File: src/rtl/playlist_controller.sv
// Playlist sequencer in front of song_reader: turns play/next button pulses and
// song_done into the play level, the song select and a one-cycle reader restart.
module playlist_controller #(
    parameter int NUM_SONGS  = 4,
    parameter int GAP_CYCLES = 16,
    parameter int GAP_W      = 8
) (
    input  logic       clk,
    input  logic       reset,
    input  logic       play_button,
    input  logic       next_button,
    input  logic       repeat_en,
    input  logic       song_done,
    output logic       play,
    output logic [1:0] song,
    output logic       reader_reset,
    output logic [2:0] status
);

    localparam logic [2:0] IDLE    = 3'd0;
    localparam logic [2:0] RESTART = 3'd1;
    localparam logic [2:0] PLAYING = 3'd2;
    localparam logic [2:0] PAUSED  = 3'd3;
    localparam logic [2:0] GAP     = 3'd4;
    localparam logic [2:0] DONE    = 3'd5;

    localparam logic [1:0]       LAST_SONG = 2'(NUM_SONGS - 1);
    localparam logic [GAP_W-1:0] GAP_LOAD  = GAP_W'(GAP_CYCLES - 1);

    logic [2:0]       state_q, state_d;
    logic [1:0]       song_q, song_d;
    logic             resume_q, resume_d;
    logic [GAP_W-1:0] gap_q, gap_d;
    logic [1:0]       next_song;

    // With a single song this wraps to itself, so song stays 0.
    assign next_song = (song_q == LAST_SONG) ? 2'd0 : song_q + 2'd1;

    always_comb begin
        state_d  = state_q;
        song_d   = song_q;
        resume_d = resume_q;
        gap_d    = gap_q;
        case (state_q)
            IDLE: begin
                if (play_button || next_button) begin
                    state_d  = RESTART;
                    resume_d = 1'b1;
                end
            end
            RESTART: begin
                state_d = resume_q ? PLAYING : PAUSED;
            end
            PLAYING: begin
                if (next_button) begin
                    song_d   = next_song;
                    resume_d = 1'b1;
                    state_d  = RESTART;
                end else if (song_done) begin
                    gap_d   = GAP_LOAD;
                    state_d = GAP;
                end else if (play_button) begin
                    state_d = PAUSED;
                end
            end
            PAUSED: begin
                // A skip while paused restarts the reader but stays paused.
                if (next_button) begin
                    song_d   = next_song;
                    resume_d = 1'b0;
                    state_d  = RESTART;
                end else if (play_button) begin
                    state_d = PLAYING;
                end
            end
            GAP: begin
                if (next_button) begin
                    song_d   = next_song;
                    resume_d = 1'b1;
                    state_d  = RESTART;
                end else if (gap_q == '0) begin
                    if (song_q == LAST_SONG && !repeat_en) begin
                        state_d = DONE;
                    end else begin
                        song_d   = next_song;
                        resume_d = 1'b1;
                        state_d  = RESTART;
                    end
                end else begin
                    gap_d = gap_q - GAP_W'(1);
                end
            end
            DONE: begin
                if (play_button || next_button) begin
                    song_d   = 2'd0;
                    resume_d = 1'b1;
                    state_d  = RESTART;
                end
            end
            default: begin
                state_d = IDLE;
            end
        endcase
    end

    always_ff @(posedge clk or posedge reset) begin
        if (reset) begin
            state_q  <= IDLE;
            song_q   <= 2'd0;
            resume_q <= 1'b0;
            gap_q    <= '0;
        end else begin
            state_q  <= state_d;
            song_q   <= song_d;
            resume_q <= resume_d;
            gap_q    <= gap_d;
        end
    end

    // Moore outputs; status doubles as the state debug port.
    assign play         = (state_q == PLAYING);
    assign reader_reset = (state_q == RESTART);
    assign status       = state_q;
    assign song         = song_q;

endmodule

File: config.mk
export PLATFORM = sky130hd
export DESIGN_NAME = playlist_controller
export DESIGN_NICKNAME = d
export VERILOG_FILES = /design/src/rtl/playlist_controller.sv
export SDC_FILE = /design/constraint.sdc
export NUM_CORES = 1
export LEC_CHECK = 0
export ABC_AREA = 1
export CORE_MARGIN = 2
export CORE_UTILIZATION = 54
export DETAILED_ROUTE_END_ITERATION = 10
export HOLD_SLACK_MARGIN = 0.08
export PLACE_DENSITY_LB_ADDON = 0.08
export SYNTH_ARGS = -nofsm -noshare
export SYNTH_HDL_FRONTEND = slang
export SYNTH_SLANG_ARGS = --single-unit
File: constraint.sdc
create_clock -name clk -period 2.2 [get_ports clk]
set_clock_uncertainty 0.2 [all_clocks]
set_input_delay 0.44 -clock clk [delete_from_list [all_inputs] [get_ports clk]]
set_output_delay 0.44 -clock clk [all_outputs]
set_load 0.01 [all_outputs]
Yosys cells after proc, flatten, opt, wreduce, memory -nomap -nowiden. Cells that the tools add are included.

$add $sub $neg: 2. Eq/ne operators: 19. Multiplexer cells: 30. Reductions and logical operators: 14.

Operator list (number): $mux W8 (4); $mux W3 (9); $pmux W8 S2 (1); $pmux W3 S5 (1); $ne A2 B2 Y1 const B (7); $mux W2 (6); $reduce_and A5 Y1 (2); $ne A3 B3 Y1 const B (3); $logic_not A8 Y1 (1); $sub A8 B1 Y8 const B (1); $mux W1 (7); $eq A3 B2 Y1 const B (2); $eq A3 B3 Y1 const B (2); $pmux W2 S3 (1); $reduce_and A6 Y1 (1); $ne A2 B1 Y1 const B (2); $ne A4 B4 Y1 const B (1); $pmux W1 S4 (1); $reduce_and A4 Y1 (1); $reduce_bool A4 Y1 (1); $reduce_or A2 Y1 (2); $eq A3 B1 Y1 const B (1); $logic_not A3 Y1 (1); $reduce_bool A3 Y1 (1); other kinds (6) (6).

Register bits after elaboration: 14. Input port bits: 6. Output and inout port bits: 7. Logic and storage cells: 69.

Depth between registers and ports, before layout.
Depth after elaboration: 6. Depth in mapped cells: 10. Mapped depth without buffers: 10.

Least setup slack after synthesis. OpenSTA, ideal clock, no wires.

Kind: flip-flop to flip-flop. Start point: register state_q[2], in the netlist status[2]. End point: register song_q[0], in the netlist song[0]. Setup time: 0.121 ns. Arrival time: 1.285 ns. Data required time: 1.879 ns. Setup slack: 0.594 ns. Cell stages (with the launch flop): 9. Path buffers: 0. Clock period less this slack: 1.606 ns. Cell sequence: dfrtp_1 inv_2 ha_1 a21oi_1 nand2_1 nor2_1 nand2_2 nand2_1 o21ai_1.

Longest elaborated chain between the ends: 4. Elaborated cells on any way between the ends: 12. Those cells by class: eq/ne (8); mux (1); reduce/logical (3).

Ends and longest elaborated chain: start, declared (line 30) `logic [2:0] state_q, state_d;`; start signal, assigned (line 113) `state_q <= state_d;`; $eq A3 B2 Y1 (line 44) `case (state_q)`; $reduce_or A2 Y1 (no line); $ne A2 B1 Y1 (no line) / $reduce_bool A3 Y1 (equally long branches); $reduce_and A5 Y1 (no line); end signal, assigned (line 114) `song_q <= song_d;`; end, declared (line 31) `logic [1:0] song_q, song_d;`.

Parallel ways exist; a longest one is shown, timed or not. A chain may end at the register's enable or synchronous reset.

Final worst setup path.
Start point: register state_q[0], in the netlist status[0]. End point: output port status[0].

RTL lines: end, declared (line 17) `output logic [2:0] status`.

No word-level cell between the ends.

==> flow_summary_export.csv <==
group,metric,value,unit
global_routing,grt_pass1_wl,3330,um
power_and_ir_drop,leakagePower,0.670,nW
drt,dr.first_iter.drc_count,27,
floorplanning,io_pins,13,
logic_synthesis,syn_inst,141,
drt,antenna_left,0,
setup_path,reg2reg_depth,9,
setup_path,crit_slowest_cell,"clkdlybuf4s50_1",
placed_design,post-place-ws,0.188,ns
sta,hold_viol,0,
global_routing,grtUsageTotal,0.211,
cts,cts_max_level,1,
cts,insertion_delay,0.28,ns
logic_synthesis,synth_top_area_share,0.342,
cts,hold_buffers,0,
sta,finalSetupTns,0,ns
setup_path,path_max_fanout,5,
setup_path,cp.required,1.56,ns
floorplanning,rows,15,
global_routing,grt.busiest_layer,"met2",
global_routing,grt_max_degree,15,
cts,cts_buffer_depth,2,
sta,relSlewSlack,0.643,
sta,fin_ws,0.138,ns
cts,clk_pin_slew,0.09,ns
global_routing,use_met1,0.259,
setup_path,crit_arrival,1.42,ns
flow_run,cap_viol_max_count,0,
global_routing,grt_pass1_vias,829,
floorplanning,initial_core_util,0.586,
setup_path,worstSetupPathType,"reg2out",
cts,cts_tree,"done",
drt,viasPerCell,5.10,
floorplanning,core-area,1750,um2
drt,firstDrtPassIters,4,
drt,drcViolationCount,0,
logic_synthesis,yosysWarnings,0,
global_routing,antenna_found_initial,0,
cells_and_area,num-nets-final,176,
cells_and_area,antennaDiodeCount,0,
cells_and_area,fillers,149,
setup_path,cp-start-kind,"flop",
drt,wl_per_cell,11.1,um
global_routing,grtUsageMet2,0.351,
placed_design,port_buffers,12,
outcome,status,"completed",
floorplanning,die_area,2260,um2
worst_hold_path,hp-class,"reg2reg",
floorplanning,die_h,47.5,um
sta,timing.final.crit_share,0.937,
logic_synthesis,syn_nets,152,
cells_and_area,drive_gt1_frac,0.207,
power_and_ir_drop,cellPowerDensity,1120,nW/um2
power_and_ir_drop,irDropWorstVdd,626,uV
placed_design,dp_hpwl,1540,um
setup_path,cp-end-kind,"primary output",
logic_synthesis,synth.area.top_cells,"dfrtp_1 34%, nand2_1 15%, nor2_1 7.3%, ha_1 6.1%, inv_1 5.9%",
setup_path,path_cells,"buf_4 -> clkdlybuf4s50_1",
setup_path,crit_path_max_incr_delay,0.53,ns
logic_synthesis,ys_ff_latch,14,
cts,clock-sinks,14,
floorplanning,dieWidth,47.5,um
logic_synthesis,syn_avg_cell_area,7.26,um2
cells_and_area,final_common_cell,"nand2_1",
global_routing,grt_overflow_total,0,
global_routing,grt_use_met3,0.0453,
placed_design,place.gp.congestion,0.910,
cts,numCtsBuffers,3,
sta,setup_violations,0,
logic_synthesis,netlist_area,1020,um2
sta,maxSlewViolCount,0,
logic_synthesis,synth.distinct_cells,23,
cells_and_area,area_growth,24.2,%
logic_synthesis,synth-seq-area-share,0.342,
worst_hold_path,worstHoldPathCells,1,
logic_synthesis,yosysTopAreaCell,"dfrtp_1",
sta,maxClockFrequency,0.485,GHz
cts,cts-root-buf,"clkbuf_4",
cells_and_area,mostFrequentLayoutCells,"40 x nand2_1, 20 x nor2_1, 16 x inv_1, 12 x dfrtp_1, 10 x clkdlybuf4s50_1",
drt,vias,963,
sta,worst_pin_slew,0.535,ns
drt,wirelength,2100,um
sta,min_period,2.06,ns
sta,rsz0062_at_grt,"false",
## registers in the layout, summed over array words and instances, names as in the netlist
register / cells
song: 2
resume_q: 1
status: 3
gap_q: 8
## through the flow
stage          area (um2)  std cells   util  power, mW  hold WS [ns]
2_1_floorplan        1020        141      -      0.938         0.129
3_3_place_gp         1180        179  0.677       1.16         0.268
3_5_place_dp         1180        179  0.677       1.18         0.269
4_1_cts              1250        187  0.717       1.41         0.287
5_1_grt              1270        189  0.728       1.55         0.309
6_report             1270        189  0.728       1.42         0.287
## path summary, 6_finish.rpt
| kind | endpoint | slack (ns) | start |
|---|---|---|---|
| max | status[0] | 0.14 | status[0] |
| min | gap_q[0] | 0.29 | gap_q[0] |
| max reg2reg | song[0] | 0.49 | status[2] |
| min reg2reg | gap_q[0] | 0.29 | gap_q[0] |
| max in group asynchronous | status[1] | 1.11 | reset |
| min in group asynchronous | gap_q[4] | 0.30 | reset |
## worst max-delay path: cells and delay by family, from the launching register on
kind | cells | cell delay [ns]
buffers and inverters | 2 | 0.71
DFF | 1 | 0.43
## layer usage
layer | part of all wire | vias to the layer above | wire length (um)
li1 | - | 488 | -
met1 | 0.45 | 443 | 938
met2 | 0.49 | 24 | 1030
met3 | 0.039 | 8 | 81
met4 | 0.024 | 0 | 50
met5 | 0 | - | 0
## cells in the mapped netlist
cell type  count
o21ai_0        1
nand4_1        1
nand3_2        1
nor2_1        20
xor2_1         4
nor3_4         1
nor3b_2        2
a21oi_1        2
nor2_2         1
nand2_4        1
nand3_4        2
a21oi_2        2
ha_1           5
o21ai_2        3
inv_2          5
nand3_1        8
nand2_1       40
nand2_2        3
clkinv_1       1
o21ai_1        7
inv_1         16
dfrtp_1       14
nor3_1         1
## timing repair
action / 4_1_cts / 5_1_grt
setup endpoints to repair: 2 / 2
resized for setup: 2 / 2
hold endpoints to repair: 0 / 0
gates cloned: 0 / 0
setup buffers: 4 / 2
## layout make-up
cell class	count	area (um2)	share of cell area
Tap cell	25	31.3	0.0246
Multi-Input combinational cell	105	591	0.465
Inverter	22	82.6	0.0650
Clock buffer	4	36.3	0.0285
Sequential cell	14	353	0.278
Timing Repair Buffer	19	178	0.140
## cells by family (layout without fill, tap and decap cells)
group           count (synthesis)  after routing  synth area share
compound gates                 15             15            0.0917
xor+xnor                        4              4            0.0342
fa+ha+maj                       5              5            0.0611
buf+inv                        22             45            0.0807
flops                          14             14             0.342
simple gates                   81             81             0.390
## where the power goes
group	internal (mW)	leakage [nW]	total, mW	switching, mW
combinational	0.354	0.479	0.801	0.448
sequential	0.345	0.170	0.429	0.0836
clock	0.101	0.0210	0.189	0.0880
No activity file was read; power rests on OpenSTA's default activity.
